===== src/rtl/factory_test_pkg.sv =====
// -----------------------------------------------------------------------------
// factory_test_pkg
// Shared constants for the factory test pattern generator:
//   - mode_e       : encoding of ui_in[1:0] (which pattern source is shown)
//   - UI_*         : bit positions of the fields packed into ui_in
//   - DEFAULT_LFSR_TAPS : Galois feedback mask used by the 32-bit default build
// -----------------------------------------------------------------------------
package factory_test_pkg;

  // Pattern source selected onto the outputs.
  typedef enum logic [1:0] {
    MODE_UP   = 2'b00,  // free-running up counter
    MODE_DN   = 2'b01,  // free-running down counter
    MODE_LFSR = 2'b10,  // Galois LFSR
    MODE_LOOP = 2'b11   // registered uio_in loopback (or edge counter)
  } mode_e;

  // Field layout of ui_in.
  localparam int UI_MODE_LSB = 0;
  localparam int UI_MODE_W   = 2;
  localparam int UI_BSEL_LSB = 2;
  localparam int UI_BSEL_W   = 3;
  localparam int UI_HOLD_BIT = 5;
  localparam int UI_OE_BIT   = 6;

  // Maximal-length feedback mask for the 32-bit LFSR.
  localparam logic [31:0] DEFAULT_LFSR_TAPS = 32'h8020_0003;

endpackage : factory_test_pkg


===== src/rtl/ft_reset_sync.sv =====
// -----------------------------------------------------------------------------
// ft_reset_sync
// Reset synchroniser: asserts rst_i asynchronously with rst_n and releases it
// synchronously, SYNC_STAGES rising clk edges after rst_n rises.
//
// Parameters:
//   SYNC_STAGES - number of flops in the shift register (>= 2)
// Ports:
//   clk   in  clock
//   rst_n in  external reset, asynchronous, active-low
//   rst_i out internal reset, active-low, synchronous deassertion
// -----------------------------------------------------------------------------
module ft_reset_sync
  import factory_test_pkg::*;
#(
  parameter int SYNC_STAGES = 2
) (
  input  logic clk,
  input  logic rst_n,
  output logic rst_i
);

  // A 1 is shifted in from the bottom; rst_i follows the last stage.
  logic [SYNC_STAGES-1:0] sync_q;
  logic [SYNC_STAGES-1:0] sync_d;

  always_comb begin
    sync_d = {sync_q[SYNC_STAGES-2:0], 1'b1};
  end

  always_ff @(posedge clk or negedge rst_n) begin
    if (!rst_n) begin
      sync_q <= '0;
    end else begin
      sync_q <= sync_d;
    end
  end

  assign rst_i = sync_q[SYNC_STAGES-1];

endmodule : ft_reset_sync


===== src/rtl/factory_test_gen.sv =====
// -----------------------------------------------------------------------------
// factory_test_gen
// Bring-up / silicon-test pattern generator for a tile. Three free-running
// sources (up counter, down counter, Galois LFSR) plus a registered loopback
// of uio_in run in parallel; ui_in picks which one is shown and which byte
// of it appears on uo_out. The low byte of the selected source can drive the
// bidirectional IOs.
//
// Build option:
//   FT_EDGE_CNT_EN - when defined, mode 11 shows an 8-bit counter of rising
//                    edges on uio_in[0] (behind a 2-flop synchroniser)
//                    instead of the registered loopback.
//
// Parameters:
//   CNT_W       - width of each source, multiple of 8, 16..64
//   SYNC_STAGES - flops in the internal reset synchroniser (>= 2)
//   LFSR_TAPS   - Galois feedback mask, CNT_W bits
//   LFSR_SEED   - LFSR reset value, non-zero
// Ports:
//   clk     in  clock
//   rst_n   in  asynchronous active-low reset
//   ena     in  design powered (unused)
//   ui_in   in  [1:0] mode, [4:2] byte select, [5] hold, [6] uio drive enable
//   uo_out  out selected byte; ui_in passthrough while rst_n is low
//   uio_in  in  loopback source
//   uio_out out low byte of the selected source
//   uio_oe  out bidirectional IO enable (all or nothing)
// -----------------------------------------------------------------------------
module factory_test_gen
  import factory_test_pkg::*;
#(
  parameter int               CNT_W       = 32,
  parameter int               SYNC_STAGES = 2,
  parameter logic [CNT_W-1:0] LFSR_TAPS   = CNT_W'(DEFAULT_LFSR_TAPS),
  parameter logic [CNT_W-1:0] LFSR_SEED   = CNT_W'(1)
) (
  input  logic       clk,
  input  logic       rst_n,
  input  logic       ena,
  input  logic [7:0] ui_in,
  output logic [7:0] uo_out,
  input  logic [7:0] uio_in,
  output logic [7:0] uio_out,
  output logic [7:0] uio_oe
);

  localparam int NBYTES = CNT_W / 8;

  // ---------------------------------------------------------------------------
  // Internal reset
  // ---------------------------------------------------------------------------
  logic rst_i;

  ft_reset_sync #(
    .SYNC_STAGES (SYNC_STAGES)
  ) u_reset_sync (
    .clk   (clk),
    .rst_n (rst_n),
    .rst_i (rst_i)
  );

  // ---------------------------------------------------------------------------
  // Control field decode
  // ---------------------------------------------------------------------------
  mode_e      mode;
  logic [2:0] bsel;
  logic       hold;
  logic       oe_req;

  assign mode   = mode_e'(ui_in[UI_MODE_LSB +: UI_MODE_W]);
  assign bsel   = ui_in[UI_BSEL_LSB +: UI_BSEL_W];
  assign hold   = ui_in[UI_HOLD_BIT];
  assign oe_req = ui_in[UI_OE_BIT];

  // ---------------------------------------------------------------------------
  // Pattern sources. All of them advance together; mode only picks the view.
  // ---------------------------------------------------------------------------
  logic [CNT_W-1:0] cnt_up_q, cnt_up_d;
  logic [CNT_W-1:0] cnt_dn_q, cnt_dn_d;
  logic [CNT_W-1:0] lfsr_q,   lfsr_d;

  always_comb begin
    cnt_up_d = cnt_up_q;
    cnt_dn_d = cnt_dn_q;
    lfsr_d   = lfsr_q;
    if (!hold) begin
      cnt_up_d = cnt_up_q + CNT_W'(1);
      cnt_dn_d = cnt_dn_q - CNT_W'(1);
      // Galois form: the bit shifted out decides whether taps are applied.
      lfsr_d   = lfsr_q[0] ? ((lfsr_q >> 1) ^ LFSR_TAPS) : (lfsr_q >> 1);
    end
  end

  always_ff @(posedge clk or negedge rst_i) begin
    if (!rst_i) begin
      cnt_up_q <= '0;
      cnt_dn_q <= '0;
      lfsr_q   <= LFSR_SEED;
    end else begin
      cnt_up_q <= cnt_up_d;
      cnt_dn_q <= cnt_dn_d;
      lfsr_q   <= lfsr_d;
    end
  end

  // ---------------------------------------------------------------------------
  // Mode 11 source
  // ---------------------------------------------------------------------------
  logic [7:0] loop_src;
  logic       unused_ok;

`ifdef FT_EDGE_CNT_EN
  // uio_in[0] is asynchronous to clk: two flops before edge detection.
  logic [1:0] esync_q, esync_d;
  logic       eprev_q, eprev_d;
  logic [7:0] ecnt_q,  ecnt_d;
  logic       rise;

  assign rise = esync_q[1] & ~eprev_q;

  always_comb begin
    esync_d = {esync_q[0], uio_in[0]};
    eprev_d = esync_q[1];
    ecnt_d  = ecnt_q;
    if (rise && !hold) begin
      ecnt_d = ecnt_q + 8'd1;  // wraps 255 -> 0
    end
  end

  always_ff @(posedge clk or negedge rst_i) begin
    if (!rst_i) begin
      esync_q <= '0;
      eprev_q <= 1'b0;
      ecnt_q  <= '0;
    end else begin
      esync_q <= esync_d;
      eprev_q <= eprev_d;
      ecnt_q  <= ecnt_d;
    end
  end

  assign loop_src  = ecnt_q;
  assign unused_ok = &{1'b0, ena, ui_in[7], uio_in[7:1]};
`else
  // Loopback capture ignores hold so the pad path can always be observed.
  logic [7:0] loop_q, loop_d;

  always_comb begin
    loop_d = uio_in;
  end

  always_ff @(posedge clk or negedge rst_i) begin
    if (!rst_i) begin
      loop_q <= '0;
    end else begin
      loop_q <= loop_d;
    end
  end

  assign loop_src  = loop_q;
  assign unused_ok = &{1'b0, ena, ui_in[7]};
`endif

  // ---------------------------------------------------------------------------
  // Output selection (purely combinational from registers and ui_in)
  // ---------------------------------------------------------------------------
  logic [CNT_W-1:0] sel_src;
  logic [7:0]       sel_byte;

  always_comb begin
    sel_src = '0;
    unique case (mode)
      MODE_UP:   sel_src = cnt_up_q;
      MODE_DN:   sel_src = cnt_dn_q;
      MODE_LFSR: sel_src = lfsr_q;
      MODE_LOOP: sel_src = {{(CNT_W-8){1'b0}}, loop_src};
      default:   sel_src = '0;
    endcase
  end

  // Byte selects beyond the source width fall through to zero.
  always_comb begin
    sel_byte = 8'h00;
    for (int i = 0; i < NBYTES; i++) begin
      if (bsel == 3'(i)) begin
        sel_byte = sel_src[i*8 +: 8];
      end
    end
  end

  // While rst_n is low the pads simply reflect ui_in, independent of clk.
  assign uo_out  = rst_n ? sel_byte : ui_in;
  assign uio_out = sel_src[7:0];

  // Never drive the pads in loopback mode: uio_in is the input there.
  assign uio_oe  = (rst_n && rst_i && oe_req && (mode != MODE_LOOP)) ? 8'hFF : 8'h00;

endmodule : factory_test_gen


===== config.mk =====
export PLATFORM = sky130hd
export DESIGN_NAME = factory_test_gen
export DESIGN_NICKNAME = d
export VERILOG_FILES = /design/src/rtl/factory_test_pkg.sv /design/src/rtl/ft_reset_sync.sv /design/src/rtl/factory_test_gen.sv
export SDC_FILE = /design/constraint.sdc
export NUM_CORES = 1
export LEC_CHECK = 0
export ABC_AREA = 1
export CORE_MARGIN = 4
export CORE_UTILIZATION = 50
export CTS_CLUSTER_DIAMETER = 200
export DETAILED_ROUTE_END_ITERATION = 10
export GPL_ROUTABILITY_DRIVEN = 0
export PLACE_DENSITY = 0.74
export SETUP_SLACK_MARGIN = 0.15
export SLEW_MARGIN = 30
export SYNTH_ARGS = -nofsm -noshare
export SYNTH_HDL_FRONTEND = slang
export SYNTH_SLANG_ARGS = --single-unit
export TNS_END_PERCENT = 30

===== constraint.sdc =====
create_clock -name clk -period 5.2 [get_ports clk]
set_input_delay 1.04 -clock clk [delete_from_list [all_inputs] [get_ports clk]]
set_output_delay 1.04 -clock clk [all_outputs]
set_load 0.01 [all_outputs]

### After elaboration in Yosys (flattened, before gate mapping)

Cells that the tools add are included.

* add/subtract/negate cells: 2
* equality and inequality tests: 7
* mux-type cells: 8
* bitwise gates (word level): 1
* reductions and logical operators: 5

Operators by type and width (count)
* one-hot mux 32 bit (4 select lines): 1
* two-way mux 8 bit: 6
* adder 32 x 1 -> 32 bit, second input constant: 1
* two-way mux 32 bit: 1
* subtractor 32 x 1 -> 32 bit, second input constant: 1
* equality test 3 x 2 -> 1 bit, second input constant: 2
* equality test 2 bit, second input constant: 2
* inverter 3 -> 4 bit: 1
* equality test 3 x 1 -> 1 bit, second input constant: 1
* logical AND 1 bit: 3
* logical NOT 3 bit: 1
* equality test 2 x 1 -> 1 bit, second input constant: 1
* logical NOT 2 bit: 1
* inequality test 2 bit, second input constant: 1

* register bits after elaboration: 106
* bits of input ports: 19
* output and inout bits: 24

### Logic depth before layout (Yosys ltp)

* depth after elaboration: 7
* mapped depth: 9
* gate-level depth less buffers: 9

### By module

Synthesis repeated with hierarchy kept, for this count alone.

* cell total of the unflattened synthesis: 876
* area total of the unflattened synthesis: 6298.5 µm²

By module, submodules not included
* factory_test_gen: times used 1, cells each 873, area an instance 6244.7 µm², sequential area each 2603.7 µm²
* ft_reset_sync: times used 1, cells each 3, area an instance 53.8 µm², sequential area each 50.0 µm²

### Worst setup path after synthesis

No wires, ideal clock.

* path type: reg2out
* start: reg u_reset_sync.sync_q[1]
* end: out uio_oe[1]
* arrival: 3.434 ns
* data required time: 4.160 ns
* path slack: 0.726 ns
* cell stages (with the launch flop): 4
* buffers on the path: 1
* cell sequence: dfrtp_1 nand3_1 nor2_1 buf_4

* longest elaborated chain between the ends: 4

RTL lines
* start: declaration: line ft_reset_sync.sv:24 `logic [SYNC_STAGES-1:0] sync_q;`
* start signal: assignment: line ft_reset_sync.sv:35 `sync_q <= sync_d;`
* logical AND 1 bit (3 in series): line factory_test_gen.sv:196 `assign uio_oe = (rst_n && rst_i && oe_req && (mode != MODE_LOOP)) ? 8'hFF : 8'h00;`
* two-way mux 8 bit: line factory_test_gen.sv:196
* end: declaration: line factory_test_gen.sv:44 `output logic [7:0] uio_oe`

No other way between the ends.

### Worst setup path after layout

* start: in ui_in[1]
* end: out uo_out[4]

* longest elaborated chain between the ends: 7

RTL lines
* start: declaration: line factory_test_gen.sv:40 `input logic [7:0] ui_in,`
* equality test 2 bit (tied with other cells): line factory_test_gen.sv:172 `unique case (mode)`
* one-hot mux 32 bit (4 select lines) (*): line factory_test_gen.sv:172
* two-way mux 8 bit (3 in series): line factory_test_gen.sv:185 `if (bsel == 3'(i)) begin`
* two-way mux 8 bit (*): line factory_test_gen.sv:185
* two-way mux 8 bit (*): line factory_test_gen.sv:192 `assign uo_out = rst_n ? sel_byte : ui_in;`
* end: declaration: line factory_test_gen.sv:41 `output logic [7:0] uo_out,`

Every way passes the cells marked *; elsewhere a longest branch is shown, timed or not.

==> flow_metrics.py <==
metrics = {
    "power_and_ir_drop": {
        "p_per_area_nw_per_um2": 391,
        "ir_worst_vdd_mv": 0.309,
        "power_mw": 2.81,
        "power_leakage_nw": 3.35,
    },
    "global_routing": {
        "grt_max_degree": 59,
        "grt_remaining_overflow": 0,
        "grt_first_pass_wirelength_um": 27100,
        "antenna_found_initial": 0,
        "grt_pass1_vias": 5354,
        "track_usage_pct": 23.8,
    },
    "sta": {
        "rsz0062_at_grt": "false",
        "fin_crit_sh_pct": 89.9,
        "fin_setup_tns_ns": 0,
        "slew_headroom_pct": 50.9,
        "finalHoldViolCount": 0,
        "clock.fmax_ghz": 0.214,
        "skew_ns": 0.0108,
        "final-max-slew-violation-count": 0,
        "tightest_slew_ns": 0.737,
        "period_needed_ns": 4.67,
        "setup_viol": 0,
    },
    "synth": {
        "synthFlopType": "dfrtp_1",
        "ys_top_cells_by_area": "dfrtp_1 41%, nand2_1 17%, nand3_1 7.3%",
        "ys_warn_count": 0,
        "avgSynthCellArea_um2": 7.19,
        "synth-seq-area-share_pct": 41.5,
        "ys_top_cells_by_count": "297 x nand2_1, 105 x dfrtp_1, 93 x nand3_1",
        "synth_nets": 911,
        "synthCells": 890,
        "yosysTopAreaCell": "dfrtp_1",
        "post-synth-top-area-fraction_pct": 41.0,
        "syn-cell-area_um2": 6400,
        "synth-edff-count": 0,
        "synthArstFlopShare_pct": 100,
        "post_synth_num_cell_types": 36,
        "synth_most_common_cell": "nand2_1",
        "synth-seq-cells": 106,
    },
    "critical_path": {
        "worst-endpoint-required_ns": 4.16,
        "path_class": "in -> out",
        "critPathMaxFanout": 22,
        "crit_path_end_kind": "output pin",
        "arrival_ns": 3.63,
        "startpoint_type": "primary input",
    },
    "clock_network": {
        "cts_hold_buf": 0,
        "cts_resized": 0,
        "cts.htree.levels": 3,
        "cts_tree": "yes",
        "clk_latency_ns": 0.36,
        "ctsLongestPathBuffers": 2,
        "clk_pin_slew_ns": 0.08,
        "post_cts_buffers": 0,
        "cts.sinks": 106,
        "root_buffer": "clkbuf_16",
        "cts_made_buffers": 9,
    },
    "finish": {
        "fin_util_pct": 57.3,
        "fill_cells": 1198,
        "regArea_um2": 2660,
        "fin_cells": 1094,
        "drive_above_1_share_pct": 8.13,
        "final_nets": 938,
        "synthToLayoutAreaGrowth_pct": 12.5,
        "multi_input_area_um2": 3220,
        "antenna_cells": 0,
    },
    "routing": {
        "drtIter0Drc": 516,
        "ant_nets": 0,
        "drc": 0,
        "vias_per_cell": 5.22,
        "wl_per_cell_um": 15.1,
        "wl_um": 16500,
        "via_count": 5712,
        "drt-pass1-iter-count": 5,
    },
    "die": {
        "coreArea_um2": 12600,
        "die_w_um": 121,
        "ios": 43,
        "start_util_pct": 50.9,
        "fp.dieH_um": 121,
        "num_rows": 41,
        "die_area_um2": 14700,
    },
    "hold_path": {
        "hold_class": "reg -> async",
    },
    "status": {
        "status": "complete, no violations",
    },
    "place": {
        "place_inst": 1078,
        "port_buffers": 41,
        "place_hpwl_um": 12500,
    },
    "run": {
        "drv_cap": 0,
    },
}
metrics by stage:
step | setup slack, ns | area [µm²] | hold WS, ns
detailed placement | 0.579 | 6900 | 0.344
global placement | 0.583 | 6900 | 0.336
CTS | 0.570 | 7200 | 0.355
floorplan | 0.726 | 6400 | 0.331
finish | 0.527 | 7200 | 0.349
global route | 0.360 | 7200 | 0.359
layout make-up:
| cell class | count | share of cell area, % |
|---|---|---|
| Multi-Input combinational cell | 659 | 44.7 |
| Clock inverter | 5 | 0.869 |
| Clock buffer | 11 | 3.37 |
| Inverter | 93 | 4.85 |
| Timing Repair Buffer | 48 | 6.36 |
| Sequential cell | 106 | 36.9 |
| Tap cell | 172 | 2.99 |
layout by cell type (no fill, tap or decap), drive strengths merged:
cell,n
xnor2,20
o211ai,2
clkbuf,11
and2,7
o22ai,7
o21bai,3
dfrtp,105
nand3,97
clkdlybuf4s50,40
nand2,305
nor2,116
buf,8
bufinv,1
nand4,22
clkinvlp,1
ha,2
inv,94
or2,3
o21ai,43
nor3,4
clkinv,2
nor4,2
xor2,21
dfstp,1
conb,1
and3,1
nand3b,3
routing by layer:
metal  wire length [µm]  track usage [%]
met1               7760             34.6
met2               7360             35.9
met3               1100             5.31
met4                313             6.93
met5                  0                0
state kept, by name (all words and copies together) (netlist names):
| register | count |
|---|---|
| loop_q | 8 |
| lfsr_q | 32 |
| cnt_up_q | 32 |
| cnt_dn_q | 32 |
| u_reset_sync.sync_q | 2 |
cells by family (layout without fill, tap and decap cells):
family                   Yosys count  count (layout)  share of synthesized area [%]
adder cells (fa/ha/maj)            2               2                          0.391
other                              1               1                         0.0586
AND/OR/NAND/NOR                  560             560                           39.6
XOR/XNOR                          41              41                           5.61
AO/OA/AOI/OAI                     55              55                           4.63
buffers and inverters            125             157                           8.29
flip-flops                       106             106                           41.5
where the power goes:
group          total [mW]  switching, mW  internal, mW
registers            1.25          0.236          1.01
clock network       0.710          0.320         0.390
logic               0.857          0.536         0.322
critical path: stages:
cell and delay, ns:
clkdlybuf4s50_1 0.71, nor2_4 0.50, inv_2 0.19, or2_2 0.33, nand3_1 0.10, nand4_1 0.08
nand2_1 0.13, nand2_1 0.07, clkdlybuf4s50_1 0.48
final timing paths:
check,start,endpoint,slack (ns),cells past startpoint
min in group clk,u_reset_sync.sync_q[0]$_DFF_PN0_,u_reset_sync.sync_q[1]$_DFF_PN0_,0.35,0
worst min register to register,u_reset_sync.sync_q[1]$_DFF_PN0_,cnt_up_q[3]$_DFFE_PN0N_,0.35,0
max in group asynchronous,u_reset_sync.sync_q[1]$_DFF_PN0_,cnt_dn_q[30]$_DFFE_PN0N_,3.66,1
worst max-delay path,ui_in[1],uo_out[4],0.53,9
worst min-delay path,u_reset_sync.sync_q[1]$_DFF_PN0_,cnt_up_q[3]$_DFFE_PN0N_,0.35,0
worst max register to register,cnt_up_q[0]$_DFFE_PN0N_,cnt_up_q[16]$_DFFE_PN0N_,3.47,7
No activity file was read; power rests on OpenSTA's default activity.
